$ cat config.mk
export PLATFORM = sky130hd
export DESIGN_NAME = reg_pipe
export DESIGN_NICKNAME = d
export VERILOG_FILES = /design/src/rtl/reg_pipe_pkg.sv /design/src/rtl/reg_pipe_stage.sv /design/src/rtl/reg_pipe.sv
export SDC_FILE = /design/constraint.sdc
export NUM_CORES = 1
export LEC_CHECK = 0
export CAP_MARGIN = 20
export CORE_AREA = 2 2 50 52
export CTS_CLUSTER_DIAMETER = 50
export CTS_CLUSTER_SIZE = 16
export DETAILED_ROUTE_END_ITERATION = 10
export DIE_AREA = 0 0 52 54
export PLACE_DENSITY = 0.69
export SLEW_MARGIN = 20
export SYNTH_ARGS = -nofsm -noshare
export SYNTH_HDL_FRONTEND = slang
export SYNTH_SLANG_ARGS = --single-unit
$ cat constraint.sdc
create_clock -name clk -period 1.79 [get_ports clk]
set_clock_uncertainty 0.2 [all_clocks]
set_input_delay 0.4475 -clock clk [delete_from_list [all_inputs] [get_ports clk]]
set_output_delay 0.4475 -clock clk [all_outputs]
set_load 0.02 [all_outputs]
$ cat src/rtl/reg_pipe_pkg.sv
// reg_pipe_pkg: shared constants and the occupancy-width helper for the
// elastic register pipeline.
package reg_pipe_pkg;

  localparam int DEFAULT_WIDTH = 8;
  localparam int DEFAULT_DEPTH = 2;

  // Bits needed to hold an occupancy of 0..DEPTH+1 (DEPTH+1 when the skid
  // entry is present), so the same width serves both builds.
  function automatic int clog2_depth(input int depth);
    return $clog2(depth + 2);
  endfunction

endpackage : reg_pipe_pkg

$ cat src/rtl/reg_pipe_stage.sv
// reg_pipe_stage: one valid/data register of the elastic pipeline.
// Loads from upstream when i_load is high; data only changes when the
// upstream word is valid, so a bubble never overwrites the held word.
module reg_pipe_stage #(
  parameter int WIDTH = 8
) (
  input  logic             clk,
  input  logic             rst,
  input  logic             i_flush,
  input  logic             i_load,
  input  logic             i_up_valid,
  input  logic [WIDTH-1:0] i_up_data,
  output logic             o_valid,
  output logic [WIDTH-1:0] o_data
);

  logic             r_valid;
  logic [WIDTH-1:0] r_data;

  // Stage register: reset clears everything, flush only drops the valid bit.
  always_ff @(posedge clk) begin
    // NOTE: non-blocking assignments keep every stage sampling the pre-edge
    // value of its neighbour, which is what makes the chain a pipeline.
    if (!rst) begin
      r_valid <= 1'b0;
      // NOTE: the data word is reset too because out_data is observable
      // and must read zero after reset, not whatever was left behind.
      r_data  <= '0;
    end else if (i_flush) begin
      r_valid <= 1'b0;
    end else if (i_load) begin
      r_valid <= i_up_valid;
      if (i_up_valid) r_data <= i_up_data;
    end
  end

  assign o_valid = r_valid;
  assign o_data  = r_data;

endmodule : reg_pipe_stage

$ cat src/rtl/reg_pipe.sv
// reg_pipe: elastic WIDTH-bit register pipeline of DEPTH stages with
// valid/ready handshake, bubble collapsing, synchronous flush and an
// occupancy count.
// Build option: define REG_PIPE_SKID_EN to add a one-entry skid register in
// front of stage 0, making in_ready a pure register output (capacity
// DEPTH+1). Without it, in_ready is combinational from out_ready.
module reg_pipe
  import reg_pipe_pkg::*;
#(
  parameter  int WIDTH = DEFAULT_WIDTH,
  parameter  int DEPTH = DEFAULT_DEPTH,
  localparam int CW    = clog2_depth(DEPTH)
) (
  input  logic             clk,
  input  logic             rst,
  input  logic             flush,
  input  logic             in_valid,
  input  logic [WIDTH-1:0] in_data,
  output logic             in_ready,
  output logic             out_valid,
  output logic [WIDTH-1:0] out_data,
  input  logic             out_ready,
  output logic [CW-1:0]    count
);

  logic             w_v [DEPTH];
  logic [WIDTH-1:0] w_d [DEPTH];
  logic [DEPTH:0]   w_r;
  logic             w_s0_valid;
  logic [WIDTH-1:0] w_s0_data;
  logic             w_in_fire;
  logic             w_out_fire;
  logic [CW-1:0]    r_count;

  // Ready ripples back from the output: a stage accepts when it is empty or
  // the stage ahead of it is moving, so empty stages always collapse.
  always_comb begin
    // NOTE: a full default before the loop guarantees every bit is written
    // on every pass, so no latch can be inferred.
    w_r        = '0;
    w_r[DEPTH] = out_ready;
    for (int i = DEPTH - 1; i >= 0; i--) begin
      w_r[i] = ~w_v[i] | w_r[i+1];
    end
  end

`ifdef REG_PIPE_SKID_EN
  logic             w_sv;
  logic [WIDTH-1:0] w_sd;
  logic             w_skid_load;

  // Empty skid captures the input only when stage 0 is blocked; a full skid
  // empties (loads a bubble) as soon as stage 0 takes its word.
  assign w_skid_load = w_sv ? w_r[0] : ~w_r[0];

  reg_pipe_stage #(.WIDTH(WIDTH)) u_skid (
    .clk        (clk),
    .rst        (rst),
    .i_flush    (flush),
    .i_load     (w_skid_load),
    .i_up_valid (~w_sv & in_valid),
    .i_up_data  (in_data),
    .o_valid    (w_sv),
    .o_data     (w_sd)
  );

  assign in_ready   = ~w_sv & ~flush;
  assign w_s0_valid = w_sv | in_valid;
  assign w_s0_data  = w_sv ? w_sd : in_data;
`else
  assign in_ready   = w_r[0] & ~flush;
  assign w_s0_valid = in_valid;
  assign w_s0_data  = in_data;
`endif

  for (genvar g = 0; g < DEPTH; g++) begin : g_stage
    logic             w_up_valid;
    logic [WIDTH-1:0] w_up_data;

    if (g == 0) begin : g_first
      assign w_up_valid = w_s0_valid;
      assign w_up_data  = w_s0_data;
    end else begin : g_rest
      assign w_up_valid = w_v[g-1];
      assign w_up_data  = w_d[g-1];
    end

    reg_pipe_stage #(.WIDTH(WIDTH)) u_stage (
      .clk        (clk),
      .rst        (rst),
      .i_flush    (flush),
      .i_load     (w_r[g]),
      .i_up_valid (w_up_valid),
      .i_up_data  (w_up_data),
      .o_valid    (w_v[g]),
      .o_data     (w_d[g])
    );
  end

  assign w_in_fire  = in_valid & in_ready;
  assign w_out_fire = w_v[DEPTH-1] & out_ready;

  // Occupancy: +1 per accepted word, -1 per delivered word, cleared by flush.
  always_ff @(posedge clk) begin
    if (!rst) begin
      r_count <= '0;
    end else if (flush) begin
      r_count <= '0;
    end else if (w_in_fire && !w_out_fire) begin
      r_count <= r_count + CW'(1);
    end else if (!w_in_fire && w_out_fire) begin
      r_count <= r_count - CW'(1);
    end
  end

  assign out_valid = w_v[DEPTH-1];
  assign out_data  = w_d[DEPTH-1];
  assign count     = r_count;

endmodule : reg_pipe

* Yosys cells after proc, flatten, opt, wreduce, memory -nomap -nowiden
Cells that the tools add are included.
** Storage, ports and cells
- Flip-flop bits (word level) :: 20
- Logic and storage cells :: 26
- Input bits :: 13
** Cells by class
- Reductions and logical operators :: 8
- Add/subtract/negate cells :: 2
- Mux-type cells :: 2
- Bitwise logic cells :: 9
** Operators with widths (number)
- AND reduction 3 bit :: 2
- 2-to-1 mux 2 bit :: 2
- NOT 1 bit :: 4
- AND 1 bit :: 3
- adder 2 x 1 -> 2 bit (second input constant) :: 1
- logical AND 1 bit :: 2
- logical NOT 1 bit :: 2
- OR 1 bit :: 2
- nonzero test 2 bit :: 1
- OR reduction 2 bit :: 1
- subtractor 2 x 1 -> 2 bit (second input constant) :: 1

* Longest topological paths before layout
- Depth after elaboration :: 9
- Depth in mapped cells :: 7

* Modules after synthesis
Synthesis repeated with hierarchy kept, for this count alone.
** Unflattened totals
- Cell total of the unflattened synthesis :: 94
- Area total of the unflattened synthesis :: 868.3 um^2
** Modules (own cells, without submodules)
- reg_pipe_stage :: instances 2, area an instance 370.4 um^2, seq. area each 180.2 um^2, cells each 39
- reg_pipe :: instances 1, area an instance 127.6 um^2, seq. area each 40.0 um^2, cells each 16

* Worst setup path before layout
Ideal clock, no wire load.
- Path kind :: register -> register
- From :: register g_stage[1].u_stage.r_valid
- To :: register r_count[1], in the netlist count[1]
- Buffers on the path :: 1
- Slack :: -0.122 ns
- Period minus slack after synthesis :: 1.912 ns
- Cell stages (with the launch flop) :: 7
- Arrival time :: 1.642 ns
- Required time :: 1.520 ns
- Cell sequence :: dfxtp_1 -> nor2b_4 -> a21oi_2 -> buf_6 -> ha_1 -> or3_1 -> a21oi_1
** Between the ends
- Word-level cells in the longest chain between the ends :: 8
- Elaborated cells between the ends (all ways) :: 12
** RTL lines
- start, declared :: line reg_pipe_stage.sv:17 : logic r_valid;
- start signal, assigned :: line reg_pipe_stage.sv:32 : r_valid <= i_up_valid;
- NOT 1 bit :: line reg_pipe.sv:43 : w_r[i] = ~w_v[i] | w_r[i+1];
- OR 1 bit (2 in a row) :: line reg_pipe.sv:43
- AND 1 bit :: line reg_pipe.sv:71 : assign in_ready = w_r[0] & ~flush;
- AND 1 bit :: line reg_pipe.sv:100 : assign w_in_fire = in_valid & in_ready;
- logical NOT 1 bit :: line reg_pipe.sv:111 : end else if (!w_in_fire && w_out_fire) begin
- logical AND 1 bit :: line reg_pipe.sv:111
- nonzero test 2 bit (no source line)
- end signal, assigned :: line reg_pipe.sv:110 : r_count <= r_count + CW'(1);
- end signal, assigned :: line reg_pipe.sv:112 : r_count <= r_count - CW'(1);
- end, declared :: line reg_pipe.sv:33 : logic [CW-1:0] r_count;
Several ways; a longest one is shown, not always the timed one.
A chain may end at the register's enable or synchronous reset.

* Worst setup path after layout
- From :: input out_ready
- To :: register r_count[1], in the netlist count[1]
** Between the ends
- Word-level cells in the longest chain between the ends :: 7
- Elaborated cells between the ends (all ways) :: 11
** RTL lines
- start, declared :: line reg_pipe.sv:22 : input logic out_ready,
- OR 1 bit (2 in a row) :: line reg_pipe.sv:43
- AND 1 bit :: line reg_pipe.sv:71
- AND 1 bit :: line reg_pipe.sv:100
- logical NOT 1 bit :: line reg_pipe.sv:111
- logical AND 1 bit :: line reg_pipe.sv:111
- nonzero test 2 bit (no source line)
Several ways; a longest one is shown, not always the timed one.

==> impl_metrics.tcl <==
set metrics [dict create \
    status "finished clean" \
    max-cap-violations 0 \
    synth_top_area_share_pct 47.2 \
    iteration_0_drc_markers 11 \
    cts.htree.levels 1 \
    synth_fa_ha_area_share_pct 1.47 \
    layout.area.seq_um2 402 \
    aggregate_negative_setup_slack_ns 0 \
    postCtsHoldBufs 0 \
    combinational_family_with_the_most_area_after_synthesis "simple AND/OR/NAND/NOR gates" \
    async_flop_share_pct 0 \
    placedCellCount 149 \
    timing.critical_path.to_type "register" \
    fillers 212 \
    maxClockFrequency_mhz 575 \
    grt_setup_unrepaired "true" \
    path_max_fanout 8 \
    final-max-slew-violation-count 0 \
    ys_types 19 \
    routed_wire_length_per_instance_um 11.7 \
    power.ir.vdd_worst_uv 452 \
    timing_worst_setup_path_type "in -> reg" \
    largest_net_degree_at_the_start_of_global_routing 25 \
    cts_made_buffers 3 \
    final_hold_viol_count 0 \
    synthesis_to_layout_area_growth_pct 48.4 \
    min_period_over_period_pct 97.2 \
    count_of_flip_flops_with_a_built_in_enable_after_synthesis 0 \
    worst_slew_pin_slew_ns 0.306 \
    postSynthRegisterBits 20 \
    post-synth-top-area-cell "dfxtp_1" \
    post-synth-top-count-cell "dfxtp_1" \
    count_of_antenna_violating_nets_left_after_detailed_routing 0 \
    routed-via-count 760 \
    cellPowerDensity_nw_per_um2 754 \
    clk_pin_slew_ns 0.11 \
    multi_input_combinational_cell_area_um2 454 \
    drt_drc_violations_left 0 \
    clk-insertion-delay-late_ns 0.30 \
    post-route-min-period_ns 1.74 \
    critical_path_required_ns 1.84 \
    syn-instance-count 94 \
    wire_length_of_the_first_global_routing_pass_um 2840 \
    synth.avg_cell_area_um2 9.02 \
    drt-vias-per-instance 4.87 \
    report.power.total_mw 0.949 \
    layoutNonFillerInstCount 156 \
    start_kind "primary input" \
    clock_sinks 20 \
    grtUsageTotal_pct 13.9 \
    synth_compound_area_share_pct 15.2 \
    static-leakage-power_nw 0.533 \
    holdCritPathClass "reg -> reg" \
    worst_ep_arrival_time_ns 1.79 \
    synth_fp_nets 108 \
    synth_warnings 0 \
    setup-violations-final 0 \
    initial_antenna_violation_count 0 \
    design.die.area_um2 2810 \
    clockBufferDepth 2 \
    synthFlopType "dfxtp_1" \
    synth.yosys.seq_area_share_pct 47.2 \
    clock-root-buffer "clkbuf_4" \
    iteration_count_of_the_initial_detailed_routing_pass 4 \
    timing.max_slew.rel_slack_pct 79.6 \
    synth_simple_gate_area_share_pct 20.2 \
    synth.top_cells.by_count "20 x dfxtp_1, 17 x nand2_1, 9 x o21ai_0" \
    floorplan.initialDensity_pct 36.6 \
    post_synthesis_instance_area_um2 848 \
    residual_overflow_from_global_routing 0 \
    antenna_cells 0 \
    placement_rows 18 \
    yosys-top-cells-area "dfxtp_1 47%, mux2i_1 9.4%, nand2_1 7.5%, a21boi_1 7.1%, o21ai_0 5.3%" \
    final_layout_size_suffix_gt1_share_pct 18.3 \
    grt_pass1_vias 668 \
    globalplace.congestion 0.822 \
    floorplan.die.width_um 52 \
    design.core.area_um2 2320 \
    die-height_um 54 \
    net_count_final 141 \
    drt-total-wl_um 1820 \
    place.detailed.hpwl_um 1310 \
    io_buffer_count 24 \
    tritoncts_clock_tree "done" \
    synth.area.mux_share_pct 9.44 \
    synth_xor_area_share_pct 2.06 \
    top_level_ports 25 \
]
-- cells by family (layout without fill, tap and decap cells) --
kind of cell / after synthesis / after routing
compound gates: 21 / 21
fa+ha+maj: 1 / 1
mux: 8 / 8
flops: 20 / 20
buf+inv: 6 / 38
xor+xnor: 2 / 2
simple gates: 36 / 36
-- report_power, final --
part / internal, mW / switching [mW]
clock network: 0.226 / 0.143
logic: 0.0636 / 0.0500
registers: 0.459 / 0.00780
-- cell type report --
type	instances	area share (%)
sequential	20	31.9
tap	30	2.98
multi-input combinational	68	36.1
clock buffer	3	1.79
clock inverter	1	2.39
timing repair buffer	34	24.9
-- metal layers --
layer	GRT usage (%)	routed length, um
met3	0.833	52
met2	23.0	869
met4	11.8	57
met1	16.6	841
met5	0	0
-- layout by cell type, fill, tap and decap left out, drive strengths merged, types with 3 or more instances in the layout --
| cell type | synthesis | final |
|---|---|---|
| dlygate4sd2 | 0 | 13 |
| nand3 | 8 | 8 |
| nand2 | 17 | 17 |
| nand2b | 4 | 4 |
| clkdlybuf4s50 | 0 | 9 |
| mux2i | 8 | 8 |
| clkbuf | 1 | 3 |
| o21ai | 9 | 9 |
| a21boi | 8 | 8 |
| dfxtp | 20 | 20 |
| a21oi | 4 | 4 |
| buf | 5 | 11 |
| nor2 | 4 | 4 |
-- state kept, by name, indices dropped and copies added (netlist names) --
signal,flops
g_stage.u_stage.o_valid,2
count,2
g_stage.u_stage.o_data,16
-- repair_timing --
action,4_1_cts,5_1_grt
resized for setup,20,7
setup endpoints to repair,22,2
pin swaps,0,4
setup buffers,0,3
-- worst paths after layout --
kind	from	to	slack, ns	cells past startpoint
hold / removal	g_stage[0].u_stage.o_data[7]	g_stage[0].u_stage.o_data[7]	0.27	2
hold reg to reg	g_stage[0].u_stage.o_data[7]	g_stage[0].u_stage.o_data[7]	0.27	2
setup / recovery	out_ready	count[1]	0.05	8
setup reg to reg	g_stage[1].u_stage.o_valid	count[1]	0.07	7
-- metrics by stage --
stage               hold WS, ns  setup WS, ns  util [%]  cell area (um^2)
floorplan                 0.235       0.00262         -               862
global placement          0.247        -0.642      50.3              1170
detailed placement        0.250        -0.681      50.3              1170
CTS                       0.275       0.00880      52.3              1210
global route              0.286       -0.0136      54.3              1260
finish                    0.271        0.0502      54.3              1260
-- critical path: stages --
cell and delay [ns]:
clkdlybuf4s15_1 0.22, nor2b_4 0.14, buf_6 0.14, a21oi_4 0.07, ha_4 0.16, xor2_2 0.14, or3_4 0.37, a21oi_2 0.11
Note: power is estimated with default switching activity, not from simulation.
